[config.mk]
export PLATFORM = sky130hd
export DESIGN_NAME = io_uart_in_flat
export DESIGN_NICKNAME = d
export VERILOG_FILES = /design/src/rtl/io_uart_in_if.sv /design/src/rtl/io_uart_in.sv /design/src/flat_wrapper.sv
export SDC_FILE = /design/constraint.sdc
export NUM_CORES = 1
export LEC_CHECK = 0
export ABC_AREA = 1
export CAP_MARGIN = 30
export CORE_MARGIN = 10
export CORE_UTILIZATION = 35
export CTS_CLUSTER_SIZE = 10
export DETAILED_ROUTE_END_ITERATION = 6
export HOLD_SLACK_MARGIN = 0.06
export PLACE_DENSITY = 0.58
export SYNTH_ARGS = -nofsm -noshare
export SYNTH_HDL_FRONTEND = slang
export SYNTH_SLANG_ARGS = --single-unit
[constraint.sdc]
create_clock -name clk -period 2.6 [get_ports clk]
set_input_delay 0.52 -clock clk [delete_from_list [all_inputs] [get_ports clk]]
set_output_delay 0.52 -clock clk [all_outputs]
set_load 0.05 [all_outputs]
[src/rtl/io_uart_in_if.sv]
// dma_io register bus seen by io_uart_in: word-addressed writes, strobed reads,
// and a daisy-chained read-data path (rdata_in -> rdata).
interface io_uart_in_if;
    logic        we;
    logic [13:0] wadr;
    logic [31:0] wdata;
    logic [13:0] radr;
    logic        radr_en;
    logic [31:0] rdata_in;
    logic [31:0] rdata;

    modport master (
        output we, wadr, wdata, radr, radr_en, rdata_in,
        input  rdata
    );

    modport slave (
        input  we, wadr, wdata, radr, radr_en, rdata_in,
        output rdata
    );
endinterface

[src/rtl/io_uart_in.sv]
// UART receive FIFO with dma_io data/status registers and a level RX interrupt.
// Optional macro IO_UART_IN_IRQ_EN adds the irq_en control bit and drives rx_irq.
module io_uart_in #(
    parameter logic [13:0] DATA_ADR    = 14'h3E00,
    parameter logic [13:0] STAT_ADR    = 14'h3E01,
    parameter int unsigned FDEPTH_LOG2 = 4
) (
    input  logic             clk,
    input  logic             rst,
    input  logic [7:0]       rx_char,
    input  logic             rx_char_we,
    io_uart_in_if.slave      dma_io,
    output logic             rx_irq
);

    localparam int unsigned DEPTH = 1 << FDEPTH_LOG2;
    localparam int unsigned CNT_W = FDEPTH_LOG2 + 1;

    logic [7:0]             fifo_mem [DEPTH];
    logic [FDEPTH_LOG2-1:0] wr_ptr, rd_ptr, wr_ptr_nxt, rd_ptr_nxt;
    logic [CNT_W-1:0]       count, count_nxt;
    logic                   overrun, overrun_nxt;
    logic [31:0]            rd_reg;
    logic                   rd_hit;
    logic                   irq_bit;

    logic data_hit, stat_hit, wr_stat, flush, ovr_clr;
    logic full, not_empty, push, pop, ovr_evt;
    logic [31:0] status;
    logic unused_wdata;

    assign data_hit  = dma_io.radr_en && (dma_io.radr == DATA_ADR);
    assign stat_hit  = dma_io.radr_en && (dma_io.radr == STAT_ADR);
    assign wr_stat   = dma_io.we && (dma_io.wadr == STAT_ADR);
    assign flush     = wr_stat && dma_io.wdata[3];
    assign ovr_clr   = wr_stat && dma_io.wdata[2];

    assign full      = (count == CNT_W'(DEPTH));
    assign not_empty = (count != '0);

    // A pop frees the slot, so a push into a full FIFO still lands; flush drops it silently.
    assign pop       = data_hit && not_empty;
    assign push      = rx_char_we && (!full || pop) && !flush;
    assign ovr_evt   = rx_char_we && full && !pop && !flush;

    assign status = {19'd0, 9'(count), irq_bit, overrun, full, not_empty};

    assign unused_wdata = ^{dma_io.wdata[31:4], dma_io.wdata[1:0]};

    always_comb begin
        wr_ptr_nxt  = wr_ptr;
        rd_ptr_nxt  = rd_ptr;
        count_nxt   = count;
        overrun_nxt = overrun;
        if (flush) begin
            wr_ptr_nxt = '0;
            rd_ptr_nxt = '0;
            count_nxt  = '0;
        end else begin
            if (push) wr_ptr_nxt = wr_ptr + 1'b1;
            if (pop)  rd_ptr_nxt = rd_ptr + 1'b1;
            if (push && !pop)      count_nxt = count + 1'b1;
            else if (pop && !push) count_nxt = count - 1'b1;
        end
        // A new overrun in the same cycle as a clear keeps the flag set.
        if (ovr_evt)      overrun_nxt = 1'b1;
        else if (ovr_clr) overrun_nxt = 1'b0;
    end

    always_ff @(posedge clk) begin
        if (push) fifo_mem[wr_ptr] <= rx_char;
    end

    always_ff @(posedge clk or posedge rst) begin
        if (rst) begin
            wr_ptr  <= '0;
            rd_ptr  <= '0;
            count   <= '0;
            overrun <= 1'b0;
            rd_reg  <= '0;
            rd_hit  <= 1'b0;
        end else begin
            wr_ptr  <= wr_ptr_nxt;
            rd_ptr  <= rd_ptr_nxt;
            count   <= count_nxt;
            overrun <= overrun_nxt;
            rd_hit  <= data_hit || stat_hit;
            if (data_hit)
                rd_reg <= not_empty ? {23'd0, 1'b1, fifo_mem[rd_ptr]} : '0;
            else if (stat_hit)
                rd_reg <= status;
        end
    end

    assign dma_io.rdata = rd_hit ? rd_reg : dma_io.rdata_in;

`ifdef IO_UART_IN_IRQ_EN
    logic irq_en, irq_en_nxt;

    assign irq_en_nxt = wr_stat ? dma_io.wdata[0] : irq_en;
    assign irq_bit    = irq_en;

    always_ff @(posedge clk or posedge rst) begin
        if (rst) begin
            irq_en <= 1'b0;
            rx_irq <= 1'b0;
        end else begin
            irq_en <= irq_en_nxt;
            rx_irq <= irq_en_nxt && (count_nxt != '0);
        end
    end
`else
    assign irq_bit = 1'b0;
    assign rx_irq  = 1'b0;
`endif

endmodule

[src/flat_wrapper.sv]
// flat-port wrapper written by rule: the top's interface ports become plain ports
module io_uart_in_flat 
#(
    parameter logic [13:0] DATA_ADR    = 14'h3E00,
    parameter logic [13:0] STAT_ADR    = 14'h3E01,
    parameter int unsigned FDEPTH_LOG2 = 4
)
  (clk, rst, rx_char, rx_char_we, rx_irq, dma_io_we, dma_io_wadr, dma_io_wdata, dma_io_radr, dma_io_radr_en, dma_io_rdata_in, dma_io_rdata);
  io_uart_in_if dma_io_i ();
  input  logic clk;
  input  logic rst;
  input  logic [7:0] rx_char;
  input  logic rx_char_we;
  output logic rx_irq;
  input wire logic [$bits(dma_io_i.we)-1:0] dma_io_we;
  input wire logic [$bits(dma_io_i.wadr)-1:0] dma_io_wadr;
  input wire logic [$bits(dma_io_i.wdata)-1:0] dma_io_wdata;
  input wire logic [$bits(dma_io_i.radr)-1:0] dma_io_radr;
  input wire logic [$bits(dma_io_i.radr_en)-1:0] dma_io_radr_en;
  input wire logic [$bits(dma_io_i.rdata_in)-1:0] dma_io_rdata_in;
  output wire logic [$bits(dma_io_i.rdata)-1:0] dma_io_rdata;
  assign dma_io_i.we = dma_io_we;
  assign dma_io_i.wadr = dma_io_wadr;
  assign dma_io_i.wdata = dma_io_wdata;
  assign dma_io_i.radr = dma_io_radr;
  assign dma_io_i.radr_en = dma_io_radr_en;
  assign dma_io_i.rdata_in = dma_io_rdata_in;
  assign dma_io_rdata = dma_io_i.rdata;
  io_uart_in #(.DATA_ADR(DATA_ADR), .STAT_ADR(STAT_ADR), .FDEPTH_LOG2(FDEPTH_LOG2)) u_core (.clk(clk), .rst(rst), .rx_char(rx_char), .rx_char_we(rx_char_we), .dma_io(dma_io_i), .rx_irq(rx_irq));
endmodule
# == Word level (Yosys, flattened, before mapping) ==
# Memory sizes are Yosys's and may differ from the RTL's.
# Cells that the tools add are included.
# op_classes
eq_ne,4
add_sub_neg,4
muxes,15
reduce_logical,25
# op_table
operator,count
two-way mux 32 bit,3
equality test 14 bit (second input constant),3
two-way mux 4 bit,4
two-way mux 5 bit,3
logical AND 1 bit,13
two-way mux 9 bit,1
adder 4 x 1 -> 4 bit (second input constant),2
nonzero test 2 bit,4
adder 5 x 1 -> 5 bit (second input constant),1
equality test 5 bit (second input constant),1
nonzero test 5 bit,1
subtractor 5 x 1 -> 5 bit (second input constant),1
logical NOT 1 bit,4
two-way mux 1 bit,4
nonzero test 3 bit,1
logical OR 1 bit,2
# word_totals
in_bits,105
ff_bits,47
mem_bits_rw,128
n_memories,1
elab_cells,55
# memory_table
memory,words,width,read_ports,rd_ports_with_merged_regs,wr,line_no,rtl
u_core.fifo_mem,16,8,1,0,1,io_uart_in.sv:19,logic [7:0] fifo_mem [DEPTH];

# == Depth between registers and ports, before layout ==
# Gate-level depths: netlist (run 1).
# logic_depth
ltp_word,11
ltp_mapped,15
ltp_nobuf,15

# == Worst setup path before layout (run 1) ==
# OpenSTA, ideal clock, no wires.
# synth_path
path_type,input port to flip-flop
start,in dma_io_radr[4]
end,reg u_core.count[4]
t_arrival_ns,2.359
path_slack_ns,0.116
path_buffers,0
stages,14
setup_time_ns,0.125
path_cell_list,nor2_2 nand2_1 nor2_2 nand3_2 nand2_2 inv_2 nor2_8 ha_1 inv_1 fa_1 nand3_1 nand2_1 xnor2_1 a21oi_1
# synth_between
elab_chain_len,9
word_cells_on_any_way,13
classes_between,1 x eq/ne; 2 x mux; 10 x reduce/logical
# synth_rtl
element,line_no,rtl
from (decl),flat_wrapper.sv:18,input wire logic [$bits(dma_io_i.radr)-1:0] dma_io_radr;
equality test 14 bit *,io_uart_in.sv:32,assign data_hit = dma_io.radr_en && (dma_io.radr == DATA_ADR);
logical AND 1 bit *,io_uart_in.sv:32,
logical AND 1 bit *,io_uart_in.sv:42,assign pop = data_hit && not_empty;
logical OR 1 bit,io_uart_in.sv:43,assign push = rx_char_we && (!full || pop) && !flush;
logical AND 1 bit (2 in series),io_uart_in.sv:43,
logical AND 1 bit / logical NOT 1 bit (equally long branches),"io_uart_in.sv:62, io_uart_in.sv:63",
two-way mux 5 bit / logical AND 1 bit (equally long branches),"io_uart_in.sv:62, io_uart_in.sv:63",
two-way mux 5 bit / nonzero test 3 bit (equally long branches),-,
to (signal assigned),io_uart_in.sv:85,count <= count_nxt;
to (decl),io_uart_in.sv:21,"logic [CNT_W-1:0] count, count_nxt;"
# Mark *: on every way between the ends. The rest lies on a longest branch, timed or not.
# A chain may end at the register's enable or synchronous reset.

# == Worst setup path after layout (run 1) ==
# layout_path
start,in dma_io_radr[11]
end,reg u_core.count[4]
# Same word-level chain as after synthesis.

==> results of run 1 <==
[power by group]
group	leakage [nW]	internal [mW]	switching, mW
Sequential	1.45	2.90	0.133
Combinational	2.52	0.477	0.638
Clock	0.273	1.40	0.944
[worst register-to-register path, delay by kind of cell (launching register included)]
kind                       cells  cell delay [ns]
AOI/OAI and AO/OA              1             0.08
xor gates and xnor gates       1             0.13
adders and majority gates      2             0.63
buffers and inverters          2             0.13
DFF                            1             0.45
and+or+nand+nor                6             0.58
[stage by stage]
step	utilization	std cells	total power, mW
finish	0.458	1223	6.49
global route	0.458	1223	6.80
CTS	0.458	1223	6.55
detailed placement	0.431	1192	4.21
global placement	0.431	1192	4.19
floorplan	-	790	3.73
[cell families after synthesis]
family	count (synthesis)	share of synthesized area
AND/OR/NAND/NOR	400	0.236
AO/OA/AOI/OAI	45	0.0319
XOR/XNOR	7	0.00828
adder cells (fa/ha/maj)	11	0.0196
flip-flops	152	0.600
buffers and inverters	165	0.0899
multiplexers	9	0.0137
other	1	0.000506
[cell type report]
class                      instances  share of cell area
clock buffer                      18              0.0449
inverter                         136              0.0534
tap                              275              0.0360
clock inverter                    13              0.0135
timing repair buffer             156               0.147
multi-input combinational        473               0.240
sequential                       152               0.465
[per-layer routing]
layer | global-route usage | vias to the layer above | wire length [um]
met5 | 0 | - | 0
met4 | 0.0455 | 0 | 250
met3 | 0.0354 | 18 | 1450
met2 | 0.229 | 177 | 8650
met1 | 0.172 | 2546 | 8410
li1 | - | 2824 | -
[synthesized netlist by cell type, types with 2 or more instances]
| library cell | n | share of area |
|---|---|---|
| ha_1 | 10 | 0.017 |
| edfxtp_1 | 128 | 0.52 |
| clkbuf_1 | 3 | 0.0015 |
| nand3b_1 | 2 | 0.0020 |
| o21ai_0 | 13 | 0.0088 |
| nor2_1 | 86 | 0.044 |
| xnor2_1 | 4 | 0.0047 |
| nand2_4 | 4 | 0.0061 |
| nand2_1 | 188 | 0.095 |
| buf_1 | 2 | 0.0010 |
| nand3_2 | 2 | 0.0027 |
| clkinv_1 | 2 | 0.0010 |
| buf_4 | 4 | 0.0041 |
| a21oi_1 | 17 | 0.011 |
| buf_2 | 19 | 0.013 |
| nand3_1 | 95 | 0.064 |
| inv_1 | 131 | 0.066 |
| nand2_2 | 3 | 0.0025 |
| o21ai_1 | 11 | 0.0074 |
| inv_2 | 3 | 0.0015 |
| mux2_2 | 9 | 0.014 |
| o211ai_1 | 3 | 0.0030 |
| nor2_2 | 4 | 0.0034 |
| or2_2 | 6 | 0.0051 |
| nand4_1 | 8 | 0.0068 |
| xor2_1 | 3 | 0.0035 |
| dfrtp_1 | 24 | 0.081 |
[worst min-delay path by stage]
| stage | end | slack (ns) | depth (start not counted) |
|---|---|---|---|
| 2_1_floorplan | u_core.rd_reg[3] | 0.44 | 2 |
| 3_3_place_gp | u_core.rd_reg[0] | 0.46 | 2 |
| 3_5_place_dp | u_core.rd_reg[0] | 0.48 | 2 |
| 4_1_cts | u_core.wr_ptr[3] | 0.46 | 3 |
| 5_1_grt | u_core.wr_ptr[3] | 0.50 | 3 |
| 6_report | u_core.wr_ptr[1] | 0.45 | 3 |
[timing repair]
action	in CTS	in global routing
endpoints found under the setup margin	0	3
gates resized for setup	0	1
endpoints found under the hold margin	0	0
==> flow_summary.json, run 1 <==
{
  "synth_warnings": 0,
  "timing.rr.end": "u_core.count[4]",
  "drt_wl_total_um": 18800,
  "layout.nets": 1052,
  "worst-path-max-fanout": 5,
  "drc_errors": 0,
  "final_common_cell": "nand2_1",
  "hold_slack_ns": 0.452,
  "r2r-start": "u_core.count[1]",
  "fp.dieH_um": 165,
  "rsz0062_at_grt": "no",
  "vdd_drop_max_uv": 496,
  "post-place-ws_ns": -0.307,
  "synthFlopType": "edfxtp_1",
  "grt_max_degree": 68,
  "fin_crit_ns": 2.46,
  "cp_num_cells": 14,
  "synth_edf_count": 128,
  "clk_latency_ns": 0.42,
  "dpl-instance-area_sq_mm": 0.00900,
  "clock_sinks": 152,
  "cp-start-kind": "input pin",
  "holdBufCountCts": 0,
  "maxCapViolCount": 0,
  "cp-startpoint": "dma_io_radr[11]",
  "critPathTopFamily": "simple AND/OR/NAND/NOR gates",
  "num_vias": 5565,
  "grt_use_total": 0.138,
  "grt_pass1_wl_um": 29100,
  "fillers": 1966,
  "period_share": 0.945,
  "finClkSkew_ns": 0.0106,
  "synth_seq_cells": 152,
  "crit_slowest_cell": "clkdlybuf4s50_1",
  "clock_path_buffers": 2,
  "drt_pass1_iterations": 5,
  "io_pins": 138,
  "ant_nets": 0,
  "synth_cell_types": 33,
  "endpoint": "u_core.count[4]",
  "multiInputGateArea_sq_mm": 0.00229,
  "setup_ws_ns": 0.143,
  "initial_utilization": 0.354,
  "cp_cell_sequence": "clkdlybuf4s50_1 > nand4_1 > nor2_1 > nand3_2 > nand2_2 > inv_2 > nor2_8 > ha_1 > inv_2 > fa_1 > nand3_1 > nand2_1 > xnor2_1 > a21oi_1",
  "r2r_cells": 12,
  "grt_pass1_vias": 5368,
  "ys_async_sr_fraction": 0.158,
  "cts.clk_slew.worst_paths_ns": 0.06,
  "crit_path_max_incr_delay_ns": 0.50,
  "cp-end-kind": "flip-flop",
  "syn_inst": 790,
  "fmax_mhz": 407,
  "setup-violations-final": 0,
  "outcome": "finished clean",
  "cts_made_buffers": 17,
  "cts_root_buffer": "clkbuf_16",
  "finalHoldViolations": 0,
  "setup_tns_ns": 0,
  "syn-mean-instance-area_sq_um": 9.37,
  "tightest_slew_ns": 0.762,
  "cp.required_ns": 2.90,
  "gr-total-overflow": 0,
  "hpwl_um": 12600,
  "first_iter_violations": 395,
  "regArea_sq_mm": 0.00445,
  "cts_tree": "yes",
  "synth_nets": 906,
  "cp_common_cell": "inv_2",
  "rows": 53,
  "h-tree-depth": 4,
  "r2r_slack_ns": 0.50,
  "cp.arrival_ns": 2.76,
  "layout-drive-gt1-share": 0.152,
  "cts_setup_buffers": 0,
  "netlist_area_sq_mm": 0.00740,
  "vias_per_cell": 4.55,
  "largest_register_ffs": 128,
  "hp-class": "input pin to async pin",
  "cp_num_buf_inv": 3,
  "syn_to_final_growth_pct": 29.1,
  "max_slew_margin": 0.492,
  "design_area_sq_mm": 0.00956,
  "die_area_sq_mm": 0.0274,
  "antennaDiodeCount": 0,
  "leakagePower_nw": 4.25,
  "power_density_mw_per_mm2": 679,
  "ys_seq_area_frac": 0.600,
  "core_region_area_sq_mm": 0.0209,
  "drv_slew": 0,
  "wl_per_cell_um": 15.3,
  "dieWidth_um": 165,
  "gp_congestion": 0.838,
  "antenna_found_initial": 0,
  "mostFrequentLayoutCells": "188 x nand2_1, 130 x inv_1, 128 x edfxtp_1",
  "portBuffers": 106,
  "crit_type": "input pin to flip-flop"
}
Power figures use the tool's default switching activity.
==> run 2: changes to the inputs <==
--- a/config.mk
+++ b/config.mk
@@ -6,7 +6,6 @@
 export NUM_CORES = 1
 export LEC_CHECK = 0
 export ABC_AREA = 1
-export CAP_MARGIN = 30
 export CORE_MARGIN = 10
 export CORE_UTILIZATION = 35
 export CTS_CLUSTER_SIZE = 10
==> results of run 2 <==
The final DEF is identical to that of run 1; final timing and power are the same.
==> run 3: changes to the inputs <==
--- a/config.mk
+++ b/config.mk
@@ -10,8 +10,9 @@
 export CORE_UTILIZATION = 35
 export CTS_CLUSTER_SIZE = 10
 export DETAILED_ROUTE_END_ITERATION = 6
+export DONT_BUFFER_PORTS = 1
 export HOLD_SLACK_MARGIN = 0.06
-export PLACE_DENSITY = 0.58
+export PLACE_DENSITY = 0.5
 export SYNTH_ARGS = -nofsm -noshare
 export SYNTH_HDL_FRONTEND = slang
 export SYNTH_SLANG_ARGS = --single-unit
==> run 3 against run 2 <==
Against the previous run:
- via count decreased by 7.6%
- critical path depth decreased by 11
- sequential power about the same
- sequential cell count unchanged
- clock skew about the same
- combinational power decreased by 16%
- first-iteration DRC count decreased by 30%
- worst setup slack improved by 0.20 ns
- wire length decreased by 2.1%
==> flow_summary.json, run 3 (synthesis gave the netlist of run 1 again) <==
{
  "final_common_cell": "nand2_1",
  "cts_made_buffers": 17,
  "io_pins": 138,
  "drt_wl_total_um": 18400,
  "portBuffers": 0,
  "dieWidth_um": 165,
  "gr-total-overflow": 0,
  "design_area_sq_mm": 0.00862,
  "fmax_mhz": 444,
  "fin_util": 0.413,
  "pwr-share-seq": 0.475,
  "fp.dieH_um": 165,
  "fillers": 2041,
  "grt_pass1_vias": 4948,
  "layout-drive-gt1-share": 0.140,
  "r2r_slack_ns": 0.36,
  "cp.arrival_ns": 1.73,
  "finalHoldViolations": 0,
  "wl_per_cell_um": 16.3,
  "clk_latency_ns": 0.43,
  "hpwl_um": 12000,
  "syn_to_final_growth_pct": 16.4,
  "core_region_area_sq_mm": 0.0209,
  "clock_sinks": 152,
  "tightest_slew_ns": 0.704,
  "vias_per_cell": 4.58,
  "power_density_mw_per_mm2": 740,
  "finClkSkew_ns": 0.0105,
  "max_slew_margin": 0.528,
  "total_power_mw": 6.38,
  "largest_register_ffs": 128,
  "grt_pass1_wl_um": 27700,
  "period_share": 0.867,
  "first_iter_violations": 275,
  "p_int_mw": 4.66,
  "drv_slew": 0,
  "cp-end-kind": "output pin",
  "setup-violations-final": 0,
  "min_from": "rx_char[6]",
  "cts_setup_buffers": 0,
  "hp-class": "input pin to flip-flop",
  "leakagePower_nw": 3.83,
  "ant_nets": 0,
  "grt_max_degree": 68,
  "antenna_found_initial": 0,
  "rows": 53,
  "outcome": "finished clean",
  "drt_pass1_iterations": 6,
  "r2r_cells": 13,
  "min_to": "u_core.fifo_mem[6][6]",
  "rsz0062_at_grt": "no",
  "cts_root_buffer": "clkbuf_16",
  "worst-path-max-fanout": 19,
  "die_area_sq_mm": 0.0274,
  "fin_crit_ns": 2.25,
  "cts_resized": 0,
  "drc_errors": 0,
  "clock_path_buffers": 2,
  "antennaDiodeCount": 0,
  "mostFrequentLayoutCells": "188 x nand2_1, 131 x inv_1, 128 x edfxtp_1",
  "cts_tree": "yes",
  "num_vias": 5144,
  "holdBufCountCts": 1,
  "cp-start-kind": "flip-flop",
  "vdd_drop_max_uv": 622,
  "initial_utilization": 0.354,
  "h-tree-depth": 4,
  "swShare": 0.270,
  "layout.nets": 952,
  "grt_use_total": 0.134,
  "power.switching_mw": 1.72,
  "gp_congestion": 0.830,
  "dpl-instance-area_sq_mm": 0.00803,
  "cts.clk_slew.worst_paths_ns": 0.06,
  "timing.rr.end": "u_core.count[4]",
  "p_comb_frac": 0.146,
  "cp.required_ns": 2.08,
  "clkPwrFrac": 0.379,
  "hold_slack_ns": 0.188,
  "crit_type": "flip-flop to output pin",
  "r2r-start": "u_core.count[1]",
  "maxCapViolCount": 0,
  "hold_depth": 0,
  "setup_tns_ns": 0
}
-- run 3: changes by cell type in the layout (fill, tap and decap cells not counted), moves of 2 or more --
cell,previous run,this run
buf_12,4,2
clkinv_1,5,3
buf_4,78,53
clkdlybuf4s50_1,74,0
clkinv_4,1,5
-- run 3: cell type report --
cell class	count	area [sq um]	area share
timing repair buffer	56	448	0.0520
tap	275	344	0.0399
inverter	136	510	0.0592
clock buffer	18	429	0.0498
clock inverter	14	150	0.0174
multi-input combinational	473	2290	0.266
sequential	152	4450	0.516
-- run 3: how the worst max path moves through the flow --
| stage | from | to | slack (ns) | depth (start not counted) |
|---|---|---|---|---|
| 4_1_cts | u_core.rd_hit | dma_io_rdata[23] | 0.30 | 3 |
| 5_1_grt | u_core.count[1] | u_core.count[4] | 0.16 | 13 |
| 3_5_place_dp | dma_io_radr[4] | u_core.count[4] | 0.07 | 14 |
| 3_3_place_gp | dma_io_radr[4] | u_core.count[4] | 0.08 | 14 |
| 2_1_floorplan | dma_io_radr[4] | u_core.count[4] | 0.12 | 14 |
| 6_report | u_core.rd_hit | dma_io_rdata[23] | 0.35 | 3 |
-- run 3: through the flow --
stage                     worst slack (ns)  instances
final                                0.347       1124
after CTS                            0.295       1124
after global routing                 0.164       1124
after global placement              0.0831       1091
after floorplan                      0.116        790
after detailed placement            0.0726       1091
-- run 3: critical path, cell delays in order (launching register included) --
cell and delay (ns):
dfrtp_1 0.60, buf_4 0.30, nor2_1 0.18, buf_4 0.23
-- run 3: routing by layer --
layer,global-route usage,vias to the layer above,share of wire
met4,0.0475,0,0.015
met5,0,-,0
li1,-,2634,-
met1,0.174,2326,0.46
met3,0.0337,26,0.074
met2,0.213,158,0.45
-- run 3: power by group through the flow --
stage	Combinational (mW)	Clock, mW	Sequential [mW]
after detailed placement	0.944	0	3.08
after floorplan	0.688	0	3.05
after CTS	0.948	2.45	3.03
final	0.932	2.42	3.03
after global placement	0.937	0	3.08
after global routing	1.05	2.57	3.05
